**config.mk**
```make
export PLATFORM = sky130hd
export DESIGN_NAME = uart_rx_flat
export DESIGN_NICKNAME = d
export VERILOG_FILES = /design/src/rtl/uart_pkg.sv /design/src/rtl/uart_rx_if.sv /design/src/rtl/uart_rx_sync.sv /design/src/rtl/uart_rx.sv /design/src/flat_wrapper.sv
export SDC_FILE = /design/constraint.sdc
export NUM_CORES = 1
export LEC_CHECK = 0
export BUFFER_PORTS_ARGS = -buffer_cell sky130_fd_sc_hd__buf_4
export CAP_MARGIN = 15
export CORE_MARGIN = 4
export CORE_UTILIZATION = 35
export DETAILED_ROUTE_END_ITERATION = 8
export PLACE_DENSITY = 0.52
export SYNTH_ARGS = -nofsm -noshare
export SYNTH_HDL_FRONTEND = slang
export SYNTH_SLANG_ARGS = --single-unit
export TNS_END_PERCENT = 5
```
**constraint.sdc**
```tcl
create_clock -name clk -period 2.7 [get_ports clk]
set_clock_uncertainty 0.2 [all_clocks]
set_input_delay 0.135 -clock clk [delete_from_list [all_inputs] [get_ports clk]]
set_output_delay 0.135 -clock clk [all_outputs]
set_load 0.01 [all_outputs]
```
**src/rtl/uart_pkg.sv**
```systemverilog
// Shared UART definitions: receiver FSM state encoding and frame geometry.
package uart_pkg;

  localparam int UART_DATA_BITS  = 8;
  localparam int UART_FRAME_BITS = 10;

  typedef enum logic [2:0] {
    IDLE      = 3'd0,
    START     = 3'd1,
    DATA      = 3'd2,
    STOP      = 3'd3,
    WAIT_IDLE = 3'd4
  } rx_state_e;

endpackage

```
**src/rtl/uart_rx_if.sv**
```systemverilog
// Receiver-side bundle: oversample tick and serial line in, assembled word and status out.
interface uart_rx_if #(
  parameter int NBYTES = 1
);
  logic                  rx_en;
  logic                  RxD;
  logic [NBYTES*8-1:0]   rx_data;
  logic                  rx_valid;
  logic                  rx_busy;
  logic                  frame_err;

  modport master (
    input  rx_en,
    input  RxD,
    output rx_data,
    output rx_valid,
    output rx_busy,
    output frame_err
  );

  modport slave (
    output rx_en,
    output RxD,
    input  rx_data,
    input  rx_valid,
    input  rx_busy,
    input  frame_err
  );
endinterface

```
**src/rtl/uart_rx_sync.sv**
```systemverilog
// Two-flop synchronizer for the asynchronous RxD pin; resets to the idle (high) level.
module uart_rx_sync (
  input  logic clk,
  input  logic rst_n,
  input  logic d,
  output logic q
);
  logic meta_r;
  logic q_r;

  // Metastability filter stages, preset to the line idle level.
  always_ff @(posedge clk) begin
    if (!rst_n) begin
      meta_r <= 1'b1;
      q_r    <= 1'b1;
    end else begin
      meta_r <= d;
      q_r    <= meta_r;
    end
  end

  assign q = q_r;
endmodule

```
**src/rtl/uart_rx.sv**
```systemverilog
// 8N1 UART receiver: oversampled start/data/stop recovery, assembling NBYTES characters per word.
module uart_rx
  import uart_pkg::*;
#(
  parameter int NBYTES     = 1,
  parameter int OVERSAMPLE = 16
) (
  input  logic clk,
  input  logic rst_n,
  uart_rx_if.master rx
);
  localparam int TW = $clog2(OVERSAMPLE);
  localparam int BW = (NBYTES > 1) ? $clog2(NBYTES) : 1;
  localparam logic [TW-1:0] TICK_MID  = TW'(OVERSAMPLE / 2 - 1);
  localparam logic [TW-1:0] TICK_LAST = TW'(OVERSAMPLE - 1);
  localparam logic [BW-1:0] BYTE_LAST = BW'(NBYTES - 1);
  localparam logic [2:0]    BIT_LAST  = 3'(UART_DATA_BITS - 1);

  logic                rxd_s;
  rx_state_e           state_r;
  logic [TW-1:0]       tick_cnt_r;
  logic [2:0]          bit_cnt_r;
  logic [BW-1:0]       byte_cnt_r;
  logic [7:0]          shift_r;
  logic [NBYTES*8-1:0] staging_r;
  logic [NBYTES*8-1:0] word_s;
  logic [NBYTES*8-1:0] rx_data_r;
  logic                rx_valid_r;
  logic                rx_busy_r;
  logic                frame_err_r;

  uart_rx_sync u_sync (
    .clk   (clk),
    .rst_n (rst_n),
    .d     (rx.RxD),
    .q     (rxd_s)
  );

  // Completed word: earlier characters from staging, the final one straight from the shifter.
  always_comb begin
    word_s = staging_r;
    word_s[(NBYTES-1)*8 +: 8] = shift_r;
  end

  // Receive FSM with its counters, datapath and registered outputs.
  always_ff @(posedge clk) begin
    if (!rst_n) begin
      state_r     <= IDLE;
      tick_cnt_r  <= '0;
      bit_cnt_r   <= 3'd0;
      byte_cnt_r  <= '0;
      shift_r     <= 8'h00;
      staging_r   <= '0;
      rx_data_r   <= '0;
      rx_valid_r  <= 1'b0;
      rx_busy_r   <= 1'b0;
      frame_err_r <= 1'b0;
    end else begin
      rx_valid_r  <= 1'b0;
      frame_err_r <= 1'b0;
      if (rx.rx_en) begin
        case (state_r)
          IDLE: begin
            if (!rxd_s) begin
              state_r    <= START;
              tick_cnt_r <= '0;
              rx_busy_r  <= 1'b1;
            end
          end
          START: begin
            if (tick_cnt_r == TICK_MID) begin
              tick_cnt_r <= '0;
              if (rxd_s) begin
                // Start bit did not survive to mid-bit: treat as line noise.
                state_r   <= IDLE;
                rx_busy_r <= 1'b0;
              end else begin
                state_r   <= DATA;
                bit_cnt_r <= 3'd0;
              end
            end else begin
              tick_cnt_r <= tick_cnt_r + TW'(1);
            end
          end
          DATA: begin
            if (tick_cnt_r == TICK_LAST) begin
              tick_cnt_r         <= '0;
              shift_r[bit_cnt_r] <= rxd_s;
              if (bit_cnt_r == BIT_LAST) begin
                bit_cnt_r <= 3'd0;
                state_r   <= STOP;
              end else begin
                bit_cnt_r <= bit_cnt_r + 3'd1;
              end
            end else begin
              tick_cnt_r <= tick_cnt_r + TW'(1);
            end
          end
          STOP: begin
            if (tick_cnt_r == TICK_LAST) begin
              tick_cnt_r <= '0;
              if (rxd_s) begin
                state_r   <= IDLE;
                rx_busy_r <= 1'b0;
                if (byte_cnt_r == BYTE_LAST) begin
                  rx_data_r  <= word_s;
                  rx_valid_r <= 1'b1;
                  byte_cnt_r <= '0;
                  staging_r  <= '0;
                end else begin
                  for (int k = 0; k < NBYTES; k++) begin
                    if (byte_cnt_r == BW'(k)) begin
                      staging_r[k*8 +: 8] <= shift_r;
                    end
                  end
                  byte_cnt_r <= byte_cnt_r + BW'(1);
                end
              end else begin
                // Bad stop bit drops the whole partial word; a break must clear before re-arming.
                frame_err_r <= 1'b1;
                byte_cnt_r  <= '0;
                staging_r   <= '0;
                state_r     <= WAIT_IDLE;
              end
            end else begin
              tick_cnt_r <= tick_cnt_r + TW'(1);
            end
          end
          WAIT_IDLE: begin
            if (rxd_s) begin
              state_r   <= IDLE;
              rx_busy_r <= 1'b0;
            end
          end
          default: begin
            state_r    <= IDLE;
            tick_cnt_r <= '0;
            bit_cnt_r  <= 3'd0;
            byte_cnt_r <= '0;
            rx_busy_r  <= 1'b0;
          end
        endcase
      end
    end
  end

  assign rx.rx_data   = rx_data_r;
  assign rx.rx_valid  = rx_valid_r;
  assign rx.rx_busy   = rx_busy_r;
  assign rx.frame_err = frame_err_r;
endmodule
```
**src/flat_wrapper.sv**
```systemverilog
// flat-port wrapper written by rule: the top's interface ports become plain ports
module uart_rx_flat import uart_pkg::*;
#(
  parameter int NBYTES     = 1,
  parameter int OVERSAMPLE = 16
)
  (clk, rst_n, rx_rx_en, rx_RxD, rx_rx_data, rx_rx_valid, rx_rx_busy, rx_frame_err);
  uart_rx_if #(.NBYTES(NBYTES)) rx_i ();
  input  logic clk;
  input  logic rst_n;
  input wire logic [$bits(rx_i.rx_en)-1:0] rx_rx_en;
  input wire logic [$bits(rx_i.RxD)-1:0] rx_RxD;
  output wire logic [$bits(rx_i.rx_data)-1:0] rx_rx_data;
  output wire logic [$bits(rx_i.rx_valid)-1:0] rx_rx_valid;
  output wire logic [$bits(rx_i.rx_busy)-1:0] rx_rx_busy;
  output wire logic [$bits(rx_i.frame_err)-1:0] rx_frame_err;
  assign rx_i.rx_en = rx_rx_en;
  assign rx_i.RxD = rx_RxD;
  assign rx_rx_data = rx_i.rx_data;
  assign rx_rx_valid = rx_i.rx_valid;
  assign rx_rx_busy = rx_i.rx_busy;
  assign rx_frame_err = rx_i.frame_err;
  uart_rx #(.NBYTES(NBYTES), .OVERSAMPLE(OVERSAMPLE)) u_core (.clk(clk), .rst_n(rst_n), .rx(rx_i));
endmodule
```
==> results of run 1 <==
==> flip-flops by register name, summed over array words and instances (netlist names) <==
| signal | cells |
|---|---|
| u_core.tick_cnt_r | 4 |
| u_core.rx.rx_busy | 1 |
| u_core.shift_r | 8 |
| u_core.u_sync.q | 1 |
| u_core.rx.rx_data | 8 |
| u_core.bit_cnt_r | 3 |
| u_core.rx.rx_valid | 1 |
| u_core.state_r | 3 |
| u_core.rx.frame_err | 1 |
| u_core.u_sync.meta_r | 1 |
==> cells in the mapped netlist, drive strengths merged (2+ instances only) <==
cell     n  area share, %
a21oi    7            2.4
a311oi   3            2.2
and3     3            1.3
buf      5            2.1
clkbuf   6            1.5
dfxtp   31             43
ha       3            2.6
inv      2           0.52
mux2i   16             11
nand2   12            3.1
nand2b   6            2.6
nand3    6            2.1
nand3b   3            1.5
nand4    8            3.4
nand4b   2            1.2
nor2    16            4.1
nor2b    2           0.86
nor3     2            1.5
nor4     3            1.3
o21ai    6            2.1
o31ai    3            1.5
==> report_power, final <==
| part | switching, mW | internal [mW] |
|---|---|---|
| clock | 0.197 | 0.184 |
| combinational | 0.0314 | 0.0187 |
| sequential | 0.00311 | 0.461 |
| total | 0.231 | 0.663 |
==> cells in the final DEF, fill, tap and decap left out, types with 4 or more instances in the layout <==
cell,synthesis,final
dlygate4sd3_1,0,4
nand3_1,6,6
nand2b_1,6,6
a21oi_1,7,7
clkbuf_8,0,5
nand2_1,12,12
nand4_1,8,8
buf_4,0,17
nor2_1,16,16
dfxtp_1,31,31
mux2i_1,16,16
o21ai_0,6,6
==> final cells by class <==
class | instances | area [um2] | share of cell area (%)
clock buffers | 5 | 68.82 | 3.988
multi-input cells | 115 | 770.7 | 44.67
repair buffers | 21 | 167.7 | 9.717
inverters | 3 | 11.26 | 0.6526
clock inverters | 3 | 23.77 | 1.378
well taps | 50 | 62.56 | 3.626
flip-flops and latches | 31 | 620.6 | 35.97
==> per-layer routing <==
layer | track usage, % | share of wire [%] | vias up
li1 | - | - | 631
met5 | 0 | 0 | -
met4 | 4.303 | 1.2 | 0
met3 | 3.740 | 4.0 | 6
met1 | 18.29 | 47 | 592
met2 | 22.85 | 48 | 23
==> worst paths after layout <==
kind	slack [ns]	to	start	cells past startpoint
hold / removal	0.21	u_core.u_sync.q	u_core.u_sync.meta_r	1
setup reg to reg	0.54	u_core.shift_r[1]	u_core.tick_cnt_r[0]	5
hold reg to reg	0.21	u_core.u_sync.q	u_core.u_sync.meta_r	1
setup / recovery	0.54	u_core.shift_r[1]	u_core.tick_cnt_r[0]	5
==> what timing repair did <==
item	CTS	global route
endpoints found under the hold margin	4	0
resized for setup	0	0
hold buffers	4	0
setup buffers	0	0
==> cell families (layout without fill, tap and decap cells) <==
kind of cell / after synthesis / in the layout / share of synthesized area, %
multiplexers: 16 / 16 / 11.00
adder cells (fa/ha/maj): 3 / 3 / 2.578
XOR/XNOR: 1 / 1 / 0.6015
buffers and inverters: 14 / 32 / 4.467
AND/OR/NAND/NOR: 67 / 67 / 25.26
flip-flops: 31 / 31 / 42.61
AO/OA/AOI/OAI: 28 / 28 / 13.49
==> metrics by stage <==
step / util [%] / total power, mW / worst slack (ns) / instances
4_1_cts: 43.13 / 0.9095 / 0.5580 / 228
5_1_grt: 43.13 / 0.9336 / 0.3928 / 228
3_3_place_gp: 39.82 / 0.5186 / 0.6264 / 216
6_report: 43.13 / 0.8945 / 0.5397 / 228
3_5_place_dp: 39.82 / 0.5200 / 0.5551 / 216
2_1_floorplan: - / 0.5046 / 0.7712 / 160
==> reports/summary.txt, run 1 <==
status = complete, no violations
GRT overflow = 0
Cell Rows = 23
Pre-antenna DRT Iters = 6
CP Cell Sequence = ha_1 -> nand4_1 -> nor3_1 -> or3b_1 -> mux2i_1
Top Family by Delay on Critical Path = simple AND/OR/NAND/NOR gates
DIE WIDTH = 72.51 um
IO Count = 15
CTS tree = done
1st-iter DRT viols = 55
gpl congestion = 0.7802
Setup crit end kind = flop
max cap viols = 0
Yosys cell types = 39
RSZ-0062 raised after global routing = no
Syn Inst Count = 160
Fin. Hold Viols = 0
DR vias/cell = 5.491
Initial Util = 36.41%
Fmax = 462.9 MHz
Yosys reg bits = 31
Worst Hold Class = reg -> reg
power per cell area = 518.4 mW/mm2
Leak = 0.6676 nW
CP Max Fanout = 9
Final nets = 184
DR WL/cell = 14.61 um
residual DRC count = 0
post-route minimum period = 2.160 ns
fraction of final layout cells sized beyond drive strength 1 = 15.73%
final antenna diode count = 0
Bufs and invs on worst path = 0
Post-Syn Nets = 167
CTS Buf Count = 5
pin count of the biggest net entering global routing = 18
Core Region = 0.004000 mm2
WL final = 3332 um
first-pass GRT wire length = 5837 um
Die ar. = 0.005257 mm2
top_reg_cell synth = dfxtp_1
initial antenna violation count = 0
Clock transition at path regs = 0.07 ns
worst endpoint required time = 2.67 ns
# setup viols final = 0
P&R area growth vs syn = 18.47%
ys async rst share = 0%
worst skew pair latency = 0.29 ns
Total Neg Setup Slack = 0 ns
YS warnings = 0
Final period util = 80.01%
max-slew violations = 0
fillers = 422
Worst EP arrival = 2.13 ns
clock tree sinks = 31
vias = 1,252
GRT Total Usage = 14.08%
final hold slack = 0.2124 ns
CTS Buffer Depth = 2
area post-placement = 0.001593 mm2
Crit-path slowest cell = or3b_1
Worst Path Class, Setup = reg -> reg
post-synthesis sequential area ratio = 42.61%
post-layout instance area = 0.001725 mm2
Die Y = 72.51 um
H-tree Lvls = 2
vias in the first global route = 1,240
post-DP HPWL = 2345 um
syn avg cell area = 9.102 um2
CP Launch Type = flop
PortBufs = 14
Tightest Pin Transition = 0.5751 ns
Rel. slew slack = 61.33%
Worst path max stage delay = 0.41 ns
Syn Std Cell Area = 0.001456 mm2
peak supply drop = 0.0002102 V
DRT antenna net count = 0
EDFF count, synth = 0
CTS Root Cell = clkbuf_8
(Power assumes the default switching activity.)
==> run 2, diff against run 1 <==
Settings changed: PLACE_DENSITY 0.52 to 0.54.
Clock period 2.7 ns to 1.8 ns, I/O delays scaled along.
==> run 2 against run 1 <==
  * Via count up 7.3%
  * Critical path type unchanged
  * First-iteration DRC count up 110%
  * Critical endpoint is now u_core.bit_cnt_r[1]
  * Clock power up 43%
  * Cell area up 13%
  * Power up 49%
  * Sequential cell count unchanged
  * Sequential share of layout area down 4.0 points
  * Fmax up 22%
  * Utilization up 5.8 points
  * Hold slack better by 0.057 ns
  * Worst setup slack worse by 0.51 ns
  * Highest routed layer unchanged
  * Non-clock buffer count up 21
==> reports/summary.txt, run 2 (synthesis results as in run 1) <==
vias = 1,343 (was 1,252)
Worst Path Class, Setup = reg -> reg (unchanged)
hold worst-path end = u_core.shift_r[4] (was u_core.u_sync.q)
met2 wire length = 1818 um (was 1598 um)
clock tree sinks = 31 (unchanged)
initial antenna violation count = 0 (unchanged)
fillers = 390 (was 422)
Sw Ratio = 22.61% (was 25.84%)
DRT antenna net count = 0 (unchanged)
# setup viols final = 0 (unchanged)
Worst EP arrival = 1.77 ns (was 2.13 ns)
reg2reg start = u_core.tick_cnt_r[3] (was u_core.tick_cnt_r[0])
Reg2Reg Setup Slack = 0.03 ns (was 0.54 ns)
CTS Root Cell = clkbuf_8 (unchanged)
HP Start = u_core.shift_r[4] (was u_core.u_sync.meta_r)
Critical R2R Capture = u_core.bit_cnt_r[1] (was u_core.shift_r[1])
final antenna diode count = 0 (unchanged)
power per cell area = 678.9 mW/mm2 (was 518.4 mW/mm2)
max-slew violations = 0 (unchanged)
Tightest Pin Transition = 0.3562 ns (was 0.5751 ns)
IO Count = 15 (unchanged)
vias in the first global route = 1,374 (was 1,240)
Die ar. = 0.005257 mm2 (unchanged)
DIE WIDTH = 72.51 um (unchanged)
Core Util, Final = 48.92% (was 43.13%)
Crit-path slowest cell = or4b_4 (was or3b_1)
hold depth = 2 (was 1)
routed wl met3 = 158 um (was 132 um)
DR WL/cell = 14.63 um (was 14.61 um)
fraction of final layout cells sized beyond drive strength 1 = 30.30% (was 15.73%)
Worst path max stage delay = 0.53 ns (was 0.41 ns)
GRT overflow = 0 (unchanged)
P_sw = 0.3004 mW (was 0.2311 mW)
Final nets = 205 (was 184)
first-pass GRT wire length = 6361 um (was 5837 um)
CTS tree = done (unchanged)
Worst Hold Class = reg -> reg (unchanged)
max cap viols = 0 (unchanged)
Pre-antenna DRT Iters = 4 (was 6)
peak supply drop = 0.0004118 V (was 0.0002102 V)
Reg2Reg Depth = 4 (was 5)
PortBufs = 14 (unchanged)
DR vias/cell = 5.415 (was 5.491)
GRT Total Usage = 15.53% (was 14.08%)
Gate power share = 6.8% (was 5.6%)
residual DRC count = 0 (unchanged)
Initial Util = 36.41% (unchanged)
CP Launch Type = flop (unchanged)
post-route minimum period = 1.767 ns (was 2.160 ns)
Clk pwr share = 40.9% (was 42.6%)
Rel. slew slack = 76.00% (was 61.33%)
Int Power = 1.028 mW (was 0.6634 mW)
Fmax = 565.9 MHz (was 462.9 MHz)
most frequent cells in the layout = buf_4, dfxtp_1, mux2i_1, nor2_1, nand2_1 (was dfxtp_1, buf_4, nor2_1, mux2i_1, nand2_1)
worst endpoint required time = 1.80 ns (was 2.67 ns)
top sig layer = met4 (unchanged)
CTS Buffer Depth = 2 (unchanged)
met1 WL = 1605 um (was 1561 um)
RSZ-0062 raised after global routing = yes (was no)
pin count of the biggest net entering global routing = 18 (unchanged)
H-tree Lvls = 2 (unchanged)
Final period util = 98.17% (was 80.01%)
Clock transition at path regs = 0.07 ns (about the same)
status = complete, no violations (unchanged)
post-DP HPWL = 2552 um (was 2345 um)
Cell Rows = 23 (unchanged)
WL final = 3629 um (was 3332 um)
worst skew pair latency = 0.28 ns (was 0.29 ns)
Setup Buffers After CTS = 0 (unchanged)
1st-iter DRT viols = 116 (was 55)
CP Cell Sequence = or4b_4 -> a311oi_4 -> nand4_1 -> a21oi_1 (was ha_1 -> nand4_1 -> nor3_1 -> or3b_1 -> mux2i_1)
Core Region = 0.004000 mm2 (unchanged)
gpl congestion = 0.8289 (was 0.7802)
P&R area growth vs syn = 34.36% (was 18.47%)
Leak = 0.8065 nW (was 0.6676 nW)
Die Y = 72.51 um (unchanged)
Fin. Hold Viols = 0 (unchanged)
sequential share of power = 52.3% (was 51.8%)
Setup crit end kind = flop (unchanged)
CP Max Fanout = 6 (was 9)
commonest non-fill, non-tap cell in the layout = buf_4 (was dfxtp_1)
Total Neg Setup Slack = 0 ns (unchanged)
CTS Buf Count = 5 (unchanged)
run 2: changes by cell type in the layout (fill, tap and decap cells not counted), moves of 2 or more:
cell / change
dfxtp_1: -4
clkinvlp_4: -2
dfxtp_2: +4
buf_4: +20
run 2: power by group through the flow:
stage / clock network [mW] / logic (mW) / registers [mW]
after floorplan: 0 / 0.0468 / 0.710
after global placement: 0 / 0.0792 / 0.709
after detailed placement: 0 / 0.0806 / 0.710
after CTS: 0.561 / 0.0884 / 0.695
after global routing: 0.614 / 0.0990 / 0.695
final: 0.543 / 0.0898 / 0.695
run 2: how the worst max path moves through the flow:
stage,from,cells past startpoint,slack [ns],end
6_report,u_core.tick_cnt_r[3],4,0.03,u_core.bit_cnt_r[1]
5_1_grt,rx_rx_en,6,-0.01,u_core.shift_r[1]
4_1_cts,u_core.state_r[1],4,0.005,u_core.bit_cnt_r[2]
3_5_place_dp,u_core.state_r[1],4,-0.06,u_core.bit_cnt_r[2]
3_3_place_gp,u_core.state_r[1],4,0.004,u_core.bit_cnt_r[2]
2_1_floorplan,u_core.tick_cnt_r[0],6,-0.06,u_core.shift_r[1]
run 2: cell type report:
type	count	area, um2	area share (%)
clock inverters	1	5.005	0.2558
flip-flops and latches	31	625.6	31.97
clock buffers	6	82.58	4.220
inverters	3	11.26	0.5754
multi-input cells	115	832.0	42.52
repair buffers	42	337.8	17.26
well taps	50	62.56	3.197
run 2: through the flow:
step | cells | instance area, um2 | hold slack, ns | setup slack (ns) | power [mW]
floorplan | 160 | 1461 | -0.008529 | -0.05732 | 0.7572
global placement | 237 | 1768 | 0.07625 | 0.003887 | 0.7886
CTS | 248 | 1913 | 0.2726 | 0.005125 | 1.344
global route | 248 | 1957 | 0.2850 | -0.01294 | 1.408
finish | 248 | 1957 | 0.2693 | 0.03290 | 1.329
detailed placement | 237 | 1768 | 0.08430 | -0.06226 | 0.7902
run 2: worst max-delay path, delay by kind of cell, from the launching register on:
kind | cells | cell delay [ns]
compound gates | 2 | 0.48
simple gates | 2 | 0.68
flops | 1 | 0.34
run 2: what timing repair did:
action                                  in CTS  in global routing
resized for setup                            4                 11
pin swaps                                    2                  2
gates cloned                                 0                  0
hold endpoints to repair                    14                  0
hold buffers                                 4                  0
endpoints found under the setup margin      10                 17
run 2: layer usage:
| layer | global-route usage, % | vias to the layer above |
|---|---|---|
| met5 | 0 | - |
| met4 | 4.918 | 0 |
| met3 | 5.125 | 7 |
| met2 | 25.68 | 25 |
| met1 | 19.08 | 650 |
| li1 | - | 661 |
